File: src/rtl/pt2262_pkg.sv
// Shared definitions for the PT2262 transmit path: trit codes, scheduler states, defaults.
package pt2262_pkg;

  // Two-bit pin codes of a coded address
  localparam logic [1:0] TRIT_0   = 2'b00;
  localparam logic [1:0] TRIT_1   = 2'b11;
  localparam logic [1:0] TRIT_F   = 2'b01;
  localparam logic [1:0] TRIT_BAD = 2'b10;

  localparam int unsigned DEF_REPEATS = 4;
  localparam int unsigned DEF_GAP_CYC = 384;

  typedef enum logic [1:0] {
    IDLE,
    LOAD,
    SEND,
    GAP
  } sched_state_t;

  // True when any of the 8 pins of a coded address carries the illegal code
  function automatic logic addr_has_bad(input logic [15:0] addr);
    logic bad;
    bad = 1'b0;
    for (int unsigned i = 0; i < 8; i++) begin
      if (addr[2*i +: 2] == TRIT_BAD) bad = 1'b1;
    end
    return bad;
  endfunction

endpackage

File: src/rtl/pt2262_rr_pick.sv
// Combinational round-robin picker: first set request at or after ptr, wrapping.
module pt2262_rr_pick #(
  parameter int unsigned N_REQ = 4,
  parameter int unsigned PTR_W = $clog2(N_REQ)
) (
  input  logic [N_REQ-1:0] req,
  input  logic [PTR_W-1:0] ptr,
  output logic [N_REQ-1:0] gnt,
  output logic             valid
);

  // Scan requesters in priority order starting at ptr; first hit wins
  always_comb begin
    logic [PTR_W-1:0] k;
    gnt   = '0;
    valid = 1'b0;
    k     = '0;
    for (int unsigned i = 0; i < N_REQ; i++) begin
      k = PTR_W'((32'(ptr) + i) % N_REQ);
      if (!valid && req[k]) begin
        gnt[k] = 1'b1;
        valid  = 1'b1;
      end
    end
  end

endmodule

File: src/rtl/pt2262_tx_scheduler.sv
// Shares one PT2262 encoder among N_REQ requesters: round-robin grant, latch of the
// winner's address/data, REPEATS codewords per grant, then an idle gap.
module pt2262_tx_scheduler
  import pt2262_pkg::*;
#(
  parameter int unsigned N_REQ   = 4,
  parameter int unsigned REPEATS = DEF_REPEATS,
  parameter int unsigned GAP_CYC = DEF_GAP_CYC
) (
  input  logic               clk,
  input  logic               reset,
  input  logic [N_REQ-1:0]   req_i,
  input  logic [N_REQ*16-1:0] addr_i,
  input  logic [N_REQ*4-1:0] data_i,
  output logic [N_REQ-1:0]   grant_o,
  output logic [N_REQ-1:0]   ack_o,
  output logic [N_REQ-1:0]   err_o,
  output logic               enc_en_o,
  output logic [15:0]        enc_addr_o,
  output logic [3:0]         enc_data_o,
  input  logic               enc_word_done_i,
  output logic               busy_o
);

  localparam int unsigned PW = $clog2(N_REQ);
  localparam int unsigned WW = $clog2(REPEATS + 1);
  // A zero gap still needs a legal one-bit counter; it is never used then
  localparam int unsigned GW = (GAP_CYC > 0) ? $clog2(GAP_CYC + 1) : 1;

  localparam logic [WW-1:0] LAST_WORD = WW'(REPEATS - 1);
  localparam logic [GW-1:0] LAST_GAP  = GW'((GAP_CYC > 0) ? GAP_CYC - 1 : 0);
  localparam logic [PW-1:0] LAST_REQ  = PW'(N_REQ - 1);

  sched_state_t     state;
  logic [PW-1:0]    rr_ptr;
  logic [PW-1:0]    cur_idx;
  logic [WW-1:0]    word_cnt;
  logic [GW-1:0]    gap_cnt;

  logic [N_REQ-1:0] pick_gnt;
  logic             pick_valid;
  logic [15:0]      win_addr;
  logic [3:0]       win_data;
  logic [PW-1:0]    win_idx;
  logic [PW-1:0]    next_ptr;

  pt2262_rr_pick #(
    .N_REQ (N_REQ),
    .PTR_W (PW)
  ) u_pick (
    .req   (req_i),
    .ptr   (rr_ptr),
    .gnt   (pick_gnt),
    .valid (pick_valid)
  );

  // Select the winner's address, data and index from the one-hot grant
  always_comb begin
    win_addr = '0;
    win_data = '0;
    win_idx  = '0;
    for (int unsigned k = 0; k < N_REQ; k++) begin
      if (pick_gnt[k]) begin
        win_addr = addr_i[16*k +: 16];
        win_data = data_i[4*k +: 4];
        win_idx  = PW'(k);
      end
    end
  end

  // Pointer moves just past the requester being retired
  always_comb begin
    next_ptr = (cur_idx == LAST_REQ) ? '0 : cur_idx + 1'b1;
  end

  assign busy_o = (state != IDLE);

  // Scheduler FSM with all handshake and encoder outputs registered
  always_ff @(posedge clk or posedge reset) begin
    if (reset) begin
      state      <= IDLE;
      rr_ptr     <= '0;
      cur_idx    <= '0;
      word_cnt   <= '0;
      gap_cnt    <= '0;
      grant_o    <= '0;
      ack_o      <= '0;
      err_o      <= '0;
      enc_en_o   <= 1'b0;
      enc_addr_o <= '0;
      enc_data_o <= '0;
    end else begin
      ack_o <= '0;
      err_o <= '0;
      case (state)
        IDLE: begin
          if (pick_valid) begin
            grant_o    <= pick_gnt;
            enc_addr_o <= win_addr;
            enc_data_o <= win_data;
            cur_idx    <= win_idx;
            state      <= LOAD;
          end
        end
        LOAD: begin
          if (addr_has_bad(enc_addr_o)) begin
            err_o   <= grant_o;
            grant_o <= '0;
            rr_ptr  <= next_ptr;
            state   <= IDLE;
          end else begin
            enc_en_o <= 1'b1;
            word_cnt <= '0;
            state    <= SEND;
          end
        end
        SEND: begin
          if (enc_word_done_i) begin
            word_cnt <= word_cnt + 1'b1;
            if (word_cnt == LAST_WORD) begin
              enc_en_o <= 1'b0;
              ack_o    <= grant_o;
              grant_o  <= '0;
              rr_ptr   <= next_ptr;
              gap_cnt  <= '0;
              state    <= (GAP_CYC == 0) ? IDLE : GAP;
            end
          end
        end
        GAP: begin
          if (gap_cnt == LAST_GAP) begin
            state <= IDLE;
          end else begin
            gap_cnt <= gap_cnt + 1'b1;
          end
        end
        default: state <= IDLE;
      endcase
    end
  end

endmodule

File: config.mk
export PLATFORM = sky130hd
export DESIGN_NAME = pt2262_tx_scheduler
export DESIGN_NICKNAME = d
export VERILOG_FILES = /design/src/rtl/pt2262_pkg.sv /design/src/rtl/pt2262_rr_pick.sv /design/src/rtl/pt2262_tx_scheduler.sv
export SDC_FILE = /design/constraint.sdc
export NUM_CORES = 1
export LEC_CHECK = 0
export ABC_AREA = 1
export CAP_MARGIN = 20
export CORE_MARGIN = 4
export CORE_UTILIZATION = 45
export DETAILED_ROUTE_END_ITERATION = 12
export GPL_TIMING_DRIVEN = 0
export PLACE_DENSITY = 0.89
export SLEW_MARGIN = 20
export SYNTH_ARGS = -nofsm -noshare
export SYNTH_HDL_FRONTEND = slang
export SYNTH_SLANG_ARGS = --single-unit
File: constraint.sdc
create_clock -name clk -period 3.9 [get_ports clk]
set_input_delay 0.78 -clock clk [delete_from_list [all_inputs] [get_ports clk]]
set_output_delay 0.78 -clock clk [all_outputs]
set_load 0.005 [all_outputs]
Word-level counts from Yosys, hierarchy flattened

Cells that the tools add are included.
W data, S select, Z words.

Input bits: 87
Output and inout bits: 34
Bits in registers: 51

Add/subtract/negate cells: 6
Equal/unequal tests: 21
Bitwise operators: 3
Reduce and logical (&&, ||, !) cells: 22
$lt $le $gt $ge: 8
Muxes and demuxes: 76

Operators with widths:

| kind                  | count |
|---|---|
| $mux W4               | 17 |
| $mux W16              | 4 |
| $mux W9               | 3 |
| $mux W1               | 25 |
| $eq A2 B2 Y1 const B  | 11 |
| $mux W2               | 11 |
| $pmux W9 S2           | 1 |
| $reduce_and A4 Y1     | 4 |
| $ne A2 B2 Y1 const B  | 7 |
| $lt A2 B3 Y1 const B  | 4 |
| $or A4 B4 Y4          | 3 |
| $pmux W4 S3           | 1 |
| $add A9 B1 Y9 const B | 1 |
| $eq A9 B9 Y1 const B  | 1 |
| $bmux W1 S2           | 4 |
| $demux W1 S2          | 4 |
| $ge A2 B1 Y1 const B  | 4 |
| $pmux W2 S4           | 1 |
| $logic_and A1 B1 Y1   | 7 |
| $mux W3               | 2 |
| $pmux W3 S2           | 1 |
| $reduce_bool A2 Y1    | 3 |
| $reduce_and A5 Y1     | 1 |
| $add A2 B1 Y2 const B | 2 |
| other kinds (11)      | 14 |

Logic depth before layout (Yosys ltp)

Gate-level depths: netlist of the first run.

Depth in word-level cells: 16
Depth in mapped cells: 15

Hierarchy

Synthesis of the first run repeated with hierarchy kept, for this count alone.

Cells, all modules: 502
Area, all modules: 3450.8 um2

Modules (own cells, without submodules):

| module              | area each (um2) | instances | sequential area each (um2) | cells each |
|---|---|---|---|---|
| pt2262_tx_scheduler | 3031.7          | 1         | 1276.2                     | 426 |
| pt2262_rr_pick      | 419.2           | 1         | 0.0                        | 76 |

Least setup slack after synthesis of the first run

OpenSTA, ideal clock, no wires.

Kind: reg-to-reg
Start point: register rr_ptr[1]
End point: register enc_addr_o[10]
Period minus slack after synthesis: 2.165 ns
Stages on the path, launching flop included: 16
Path slack: 1.735 ns
Buffers on the path: 1
Arrival: 2.049 ns
Required time: 3.784 ns
Cells stage by stage: dfrtp_1 -> inv_1 -> ha_1 -> inv_1 -> nand3_1 -> nand2_2 -> nand2_4 -> nor2_8 -> nand3_1 -> nand2_2 -> inv_2 -> buf_2 -> nand3_1 -> nand3_1 -> nand2_1 -> nand2_1

Cells in the longest elaborated chain, start to end: 16
Elaborated cells between the ends (all ways): 53
Those cells by class: add/sub (3); order compare (8); mux (28); bitwise (3); reduce/logical (11)

RTL lines:

| what                                                  | RTL line                   | source |
|---|---|---|
| start, declared                                       | pt2262_tx_scheduler.sv:35  | `logic [PW-1:0] rr_ptr;` |
| start signal, assigned                                | pt2262_tx_scheduler.sv:109 | `rr_ptr <= next_ptr;` |
| start signal, assigned                                | pt2262_tx_scheduler.sv:124 | `rr_ptr <= next_ptr;` |
| branches (longest 16 deep; another with $lt A2 B3 Y1) | -                          |  |
| end signal, assigned                                  | pt2262_tx_scheduler.sv:99  | `enc_addr_o <= win_addr;` |
| end, declared                                         | pt2262_tx_scheduler.sv:19  | `output logic [15:0] enc_addr_o,` |

Several ways; the timed one is not identified. The select of a mux whose other input is x is not followed.
A chain may end at the register's enable or synchronous reset.

Final worst setup path of the first run

Start point: register rr_ptr[1]
End point: register enc_addr_o[13]

Same word-level chain as after synthesis.

==> reports/qor.csv, run 1 <==
stage,metric,value,unit
cells_and_area,layout.nets,725,
setup_path,r2r_start,rr_ptr[1],
clock_network,numCtsBuffers,5,
cells_and_area,num_antenna_cells,0,
clock_network,path_clk_slew,0.10,ns
hold_path,hp-class,reg2reg,
floorplan,die_y,96.4,um
placement,placed_cell_area,4860,sq um
global_route,grt_pass1_vias,3534,
yosys,synthesis.area,3520,sq um
cells_and_area,finalInstanceArea,4960,sq um
drt,drtIter0Drc,186,
placement,post-dp-hpwl,8370,um
drt,drt_first_pass_iters,6,
sta,setup_tns,0,ns
floorplan,dieArea,9300,sq um
sta,maxSlewHeadroom,59.6,%
global_route,grt_pass1_wl,16600,um
power_and_ir_drop,leakage,2.40,nW
setup_path,regToRegSetupSlack,1.14,ns
clock_network,clock_latency,0.31,ns
setup_path,critPathKind,reg2reg,
global_route,overflow,0,
global_route,track_usage,22.8,%
clock_network,ctsResizeCount,0,
cells_and_area,area_growth,40.9,%
sta,final-hold-violation-count,0,
setup_path,end_kind,flip-flop,
sta,rsz0062_at_grt,no,
yosys,syn_inst,494,
clock_network,holdBufCountCts,0,
floorplan,start_util,47.5,%
clock_network,cts.path.max_buffers,2,
setup_path,r2r-end,enc_addr_o[13],
setup_path,cp-start-kind,flip-flop,
drt,drt-wirelength-per-cell,14.8,um
setup_path,critPathMaxFanout,10,
drt,via_per_inst,5.29,
setup_path,ff2ff_path_depth,13,
yosys,avgSynthCellArea,7.12,sq um
cells_and_area,layout-drive-gt1-share,7.54,%
placement,portBuffers,120,
clock_network,cts_htree_levels,2,
placement,place_congestion,0.931,
clock_network,cts_tree,done,
yosys,yosysWarnings,0,
sta,fin_crit_sh,70.8,%
clock_network,cts_root_buf,clkbuf_8,
drt,vias,3820,
yosys,syn_nets,597,
clock_network,clkSinkCount,51,
setup_path,critical_path_required,4.11,ns
clock_network,postCtsSetupBuffers,0,
floorplan,row_count,31,
setup_path,crit_path_start,rr_ptr[1],
yosys,ys_ff_latch,51,
yosys,yosysTopAreaCell,dfrtp_1,
yosys,synthDistinctLibCells,32,
drt,drc,0,
power_and_ir_drop,peakVddDrop,648,uV
run,maxCapViolations,0,
drt,antenna_left,0,
yosys,synth_seq_area_share,36.3,%
sta,fmax,0.362,GHz
sta,setup_viol,0,
sta,clock_skew,0.00406,ns
sta,worst_slew_pin_slew,0.607,ns
floorplan,core_area,7410,sq um
power_and_ir_drop,pwr_density_cell,794,nW/um^2
yosys,synth_area_leaders,"dfrtp_1 36%, nand2_1 13%, nand3_1 9.1%",
global_route,grt_max_degree,38,
setup_path,crit_end,enc_addr_o[13],
floorplan,die_w,96.4,um
sta,drv_slew,0,
floorplan,io_pins,121,
yosys,synth_top_area_share,36.3,%
sta,min_period,2.76,ns
global_route,antenna_found_initial,0,
run_status,status,"finished, final reports clean",
setup_path,cp.arrival,2.98,ns
drt,wl,10700,um
[flip-flops by register name (all words and copies together), names as in the netlist, 3 cells and up, named ones only]
signal,cells
enc_addr_o,16
gap_cnt,9
ack_o,4
enc_data_o,4
err_o,4
grant_o,4
word_cnt,3
[worst min-delay path by stage]
| stage | start | endpoint | slack (ns) | cells after the start |
|---|---|---|---|---|
| after floorplan | enc_data_o[0] | enc_data_o[0] | 0.47 | 2 |
| after global placement | enc_data_o[2] | enc_data_o[2] | 0.46 | 2 |
| after detailed placement | enc_data_o[0] | enc_data_o[0] | 0.47 | 2 |
| after CTS | enc_data_o[0] | enc_data_o[0] | 0.49 | 2 |
| after global routing | enc_data_o[0] | enc_data_o[0] | 0.52 | 2 |
| final | enc_data_o[0] | enc_data_o[0] | 0.50 | 2 |
[synth_stat cells (all sizes together)]
master	instances
clkbuf	2
o21ai	15
a21boi	20
inv	62
nand2	132
buf	18
nand3	68
o22ai	4
a21oi	47
dfrtp	51
xnor2	1
ha	16
nor2	40
xor2	2
o21a	1
nand4	3
a22o	4
a31oi	1
nor3	4
o31ai	3
[cell families after synthesis]
kind of cell,share of synthesized area (%)
compound gates,15.9
xor+xnor,0.747
fa+ha+maj,5.69
buf+inv,9.64
flops,36.3
simple gates,31.7
[stage by stage]
step	std cells	total power, mW	hold slack (ns)	setup WS, ns	utilization [%]
2_1_floorplan	494	2.70	0.472	1.73	-
3_3_place_gp	713	3.48	0.463	1.00	65.4
3_5_place_dp	714	3.58	0.466	1.01	65.6
4_1_cts	722	3.90	0.493	1.16	66.9
5_1_grt	722	4.30	0.520	0.921	66.9
6_report	722	3.94	0.498	1.14	66.9
[worst max-delay path: stages (launching register included)]
cell and delay (ns):
dfrtp_1 0.55, inv_1 0.23, ha_1 0.35, inv_1 0.13
nand3_1 0.11, o21ai_2 0.11, inv_1 0.13, nand3_2 0.11
clkbuf_1 0.48, a21boi_1 0.17, nand2_1 0.09, nand3_1 0.07
nand2_1 0.06, nand2_1 0.04
[layout by cell type (no fill, tap or decap), types with 3 or more instances in the layout]
cell type,count
a21boi_1,17
buf_2,13
nand2_2,8
a21boi_0,3
ha_1,16
dfrtp_1,51
buf_4,4
nor3_1,4
nor2_1,37
a21oi_1,47
inv_1,59
o22ai_1,4
clkbuf_8,5
o21ai_0,13
nand2_1,122
o31ai_1,3
a22o_1,4
clkdlybuf4s50_1,120
nand3_1,64
nand4_1,3
inv_2,3
[cell type report]
cell class,count,area (sq um)
Buffer,20,106
Clock buffer,5,68.8
Clock inverter,3,25.0
Fill cell,584,2450
Inverter,62,233
Multi-Input combinational cell,361,1900
Sequential cell,51,1280
Tap cell,99,124
Timing Repair Buffer,121,1220
[metal layers]
layer  vias up  wire length, um  GRT usage, %
met1      1772             4380          29.2
met3        25              747          3.64
li1       1858                -             -
met4         0              359          8.64
met2       165             5230          38.6
met5         -                0             0
[where the power goes]
group | internal, mW | switching, mW
Clock | 0.129 | 0.186
Combinational | 1.07 | 1.69
Sequential | 0.719 | 0.151
(Power assumes the default switching activity.)
==> run 2, diff against run 1 <==
Clock period 3.9 ns to 2.62 ns, I/O delays scaled along.
==> run 2 against run 1 <==
  * Sequential share of layout area decreased by 0.18 points
  * Register-to-register slack got worse by 0.97 ns
  * Sequential power increased by 46%
  * Clock power increased by 50%
  * Maximum frequency increased by 13%
  * Wire length increased by 0.62%
  * Count of clock-buffer cells in the layout unchanged
  * Combinational power increased by 52%
  * Via count increased by 0.39%
  * Sequential cell count unchanged
  * First-iteration DRC count increased by 12%
  * Non-clock buffer count increased by 4
  * Highest routed layer unchanged
==> reports/qor.csv, run 2 (synthesized netlist as in run 1, its figures left out) <==
stage,metric,value,unit,change
run,maxCapViolations,0,,unchanged
sta,clock_skew,0.00404,ns,was 0.00406 ns
hold_path,hp-class,in2async,,was reg2reg
setup_path,critPathMaxFanout,10,,unchanged
sta,min_period,2.45,ns,was 2.76 ns
drt,drt_first_pass_iters,5,,was 6
cells_and_area,final_common_cell,nand2_1,,unchanged
floorplan,row_count,31,,unchanged
cells_and_area,largest_register_ffs,16,,unchanged
cells_and_area,top_register,enc_addr_o,,unchanged
cells_and_area,final_cell_mix,"122 x nand2_1, 120 x clkdlybuf4s50_1, 64 x nand3_1",,unchanged
setup_path,cp-start-kind,flip-flop,,unchanged
sta,maxSlewHeadroom,66.4,%,was 59.6%
power_and_ir_drop,peakVddDrop,987,uV,was 648 uV
setup_path,cp.arrival,2.66,ns,was 2.98 ns
cells_and_area,finalNonFillerCells,726,,was 722
drt,drtIter0Drc,209,,was 186
cells_and_area,layout-drive-gt1-share,8.93,%,was 7.54%
sta,fin_crit_sh,93.5,%,was 70.8%
power_and_ir_drop,leakage,2.42,nW,was 2.40 nW
setup_path,critPathKind,reg2reg,,unchanged
placement,place_congestion,0.931,,unchanged
sta,setup_viol,0,,unchanged
cells_and_area,multiInputGateArea,1900,sq um,unchanged
setup_path,end_kind,flip-flop,,unchanged
clock_network,clock_latency,0.31,ns,about the same
global_route,grt_pass1_vias,3532,,"was 3,534"
cells_and_area,register_area,1280,sq um,about the same
clock_network,cts_root_buf,clkbuf_8,,unchanged
placement,placed_cells,714,,unchanged
drt,via_per_inst,5.28,,was 5.29
floorplan,dieArea,9300,sq um,unchanged
global_route,track_usage,22.8,%,about the same
floorplan,die_y,96.4,um,unchanged
floorplan,start_util,47.5,%,unchanged
sta,drv_slew,0,,unchanged
setup_path,crit_path_start,rr_ptr[1],,unchanged
power_and_ir_drop,pwr_density_cell,1190,nW/um^2,was 794 nW/um^2
drt,antenna_left,0,,unchanged
drt,wl,10800,um,"was 10,700 um"
global_route,grt_max_degree,38,,unchanged
drt,drt-wirelength-per-cell,14.9,um,was 14.8 um
clock_network,path_clk_slew,0.10,ns,about the same
sta,setup_ws,0.169,ns,was 1.14 ns
cells_and_area,area_growth,42.1,%,was 40.9%
cells_and_area,num_antenna_cells,0,,unchanged
clock_network,cts.path.max_buffers,2,,unchanged
floorplan,io_pins,121,,unchanged
drt,vias,3835,,"was 3,820"
setup_path,critical_path_required,2.83,ns,was 4.11 ns
clock_network,cts_tree,done,,unchanged
sta,final-hold-violation-count,0,,unchanged
floorplan,core_area,7410,sq um,unchanged
setup_path,r2r_start,rr_ptr[1],,unchanged
global_route,grt_pass1_wl,16600,um,about the same
placement,placed_cell_area,4860,sq um,unchanged
sta,setup_tns,0,ns,unchanged
sta,worst_slew_pin_slew,0.503,ns,was 0.607 ns
clock_network,numCtsBuffers,5,,unchanged
placement,post-dp-hpwl,8370,um,unchanged
cells_and_area,layout.nets,729,,was 725
cells_and_area,largest_registers,"enc_addr_o (16), gap_cnt (9)",,unchanged
cells_and_area,nFillCells,580,,was 584
clock_network,cts_htree_levels,2,,unchanged
global_route,antenna_found_initial,0,,unchanged
cells_and_area,finalInstanceArea,5000,sq um,was 4960 sq um
run_status,status,"finished, final reports clean",,unchanged
clock_network,clkSinkCount,51,,unchanged
sta,fmax,0.408,GHz,was 0.362 GHz
placement,portBuffers,120,,unchanged
global_route,overflow,0,,unchanged
drt,drc,0,,unchanged
cells_and_area,utilization,67.5,%,was 66.9%
clock_network,holdBufCountCts,0,,unchanged
floorplan,die_w,96.4,um,unchanged
placement,preCtsSetupSlack,-0.0838,ns,was 1.01 ns
==> run 2: routing by layer <==
layer	vias to the layer above	GRT usage, %	part of all wire [%]
met5	-	0	0
met4	0	8.64	3.8
met3	30	3.64	6.3
met2	166	38.6	49
met1	1770	29.1	41
li1	1869	-	-
==> run 2: critical path: stages (launching register included) <==
cell	delay, ns
dfrtp_2	0.43
clkinvlp_4	0.18
ha_1	0.34
inv_1	0.14
nand3_1	0.12
o21ai_2	0.11
inv_1	0.14
nand3_1	0.10
nand2_1	0.14
buf_2	0.25
a21oi_1	0.16
nand3_1	0.10
nand2_1	0.08
nand2_1	0.05
==> run 2: layout make-up <==
cell class / count / share of cell area [%]
Sequential cell: 51 / 25.6
Timing Repair Buffer: 125 / 25.0
Tap cell: 99 / 2.48
Clock buffer: 5 / 1.38
Multi-Input combinational cell: 361 / 38.1
Clock inverter: 3 / 0.500
Inverter: 62 / 4.73
Buffer: 20 / 2.28
==> run 2: per-stage QoR <==
step                      hold slack (ns)  power [mW]
after floorplan                     0.472        4.02
after global placement              0.463        5.18
after detailed placement            0.466        5.33
after CTS                           0.493        5.81
after global routing                0.518        6.48
final                               0.495        5.94
==> run 2: what timing repair did <==
| item | 4_1_cts | 5_1_grt |
|---|---|---|
| gates cloned | 0 | 0 |
| setup buffers | 0 | 4 |
| setup endpoints to repair | 10 | 24 |
| gates resized for setup | 1 | 6 |
==> run 2: worst paths after layout <==
path / cells after the start / end / slack [ns]
max: 13 / enc_addr_o[14] / 0.17
min: 2 / enc_addr_o[12] / 0.49
max reg2reg: 13 / enc_addr_o[14] / 0.17
min reg2reg: 2 / enc_data_o[0] / 0.50
max in group asynchronous: 3 / rr_ptr[1] / 1.60
min in group clk: 2 / enc_data_o[0] / 0.50
==> run 2: report_power, final <==
| group | total, mW | switching [mW] | leakage (nW) | internal [mW] |
|---|---|---|---|---|
| registers | 1.27 | 0.201 | 0.658 | 1.07 |
| clock network | 0.471 | 0.279 | 0.0443 | 0.191 |
| logic | 4.19 | 2.55 | 1.72 | 1.64 |
| total | 5.94 | 3.03 | 2.42 | 2.91 |
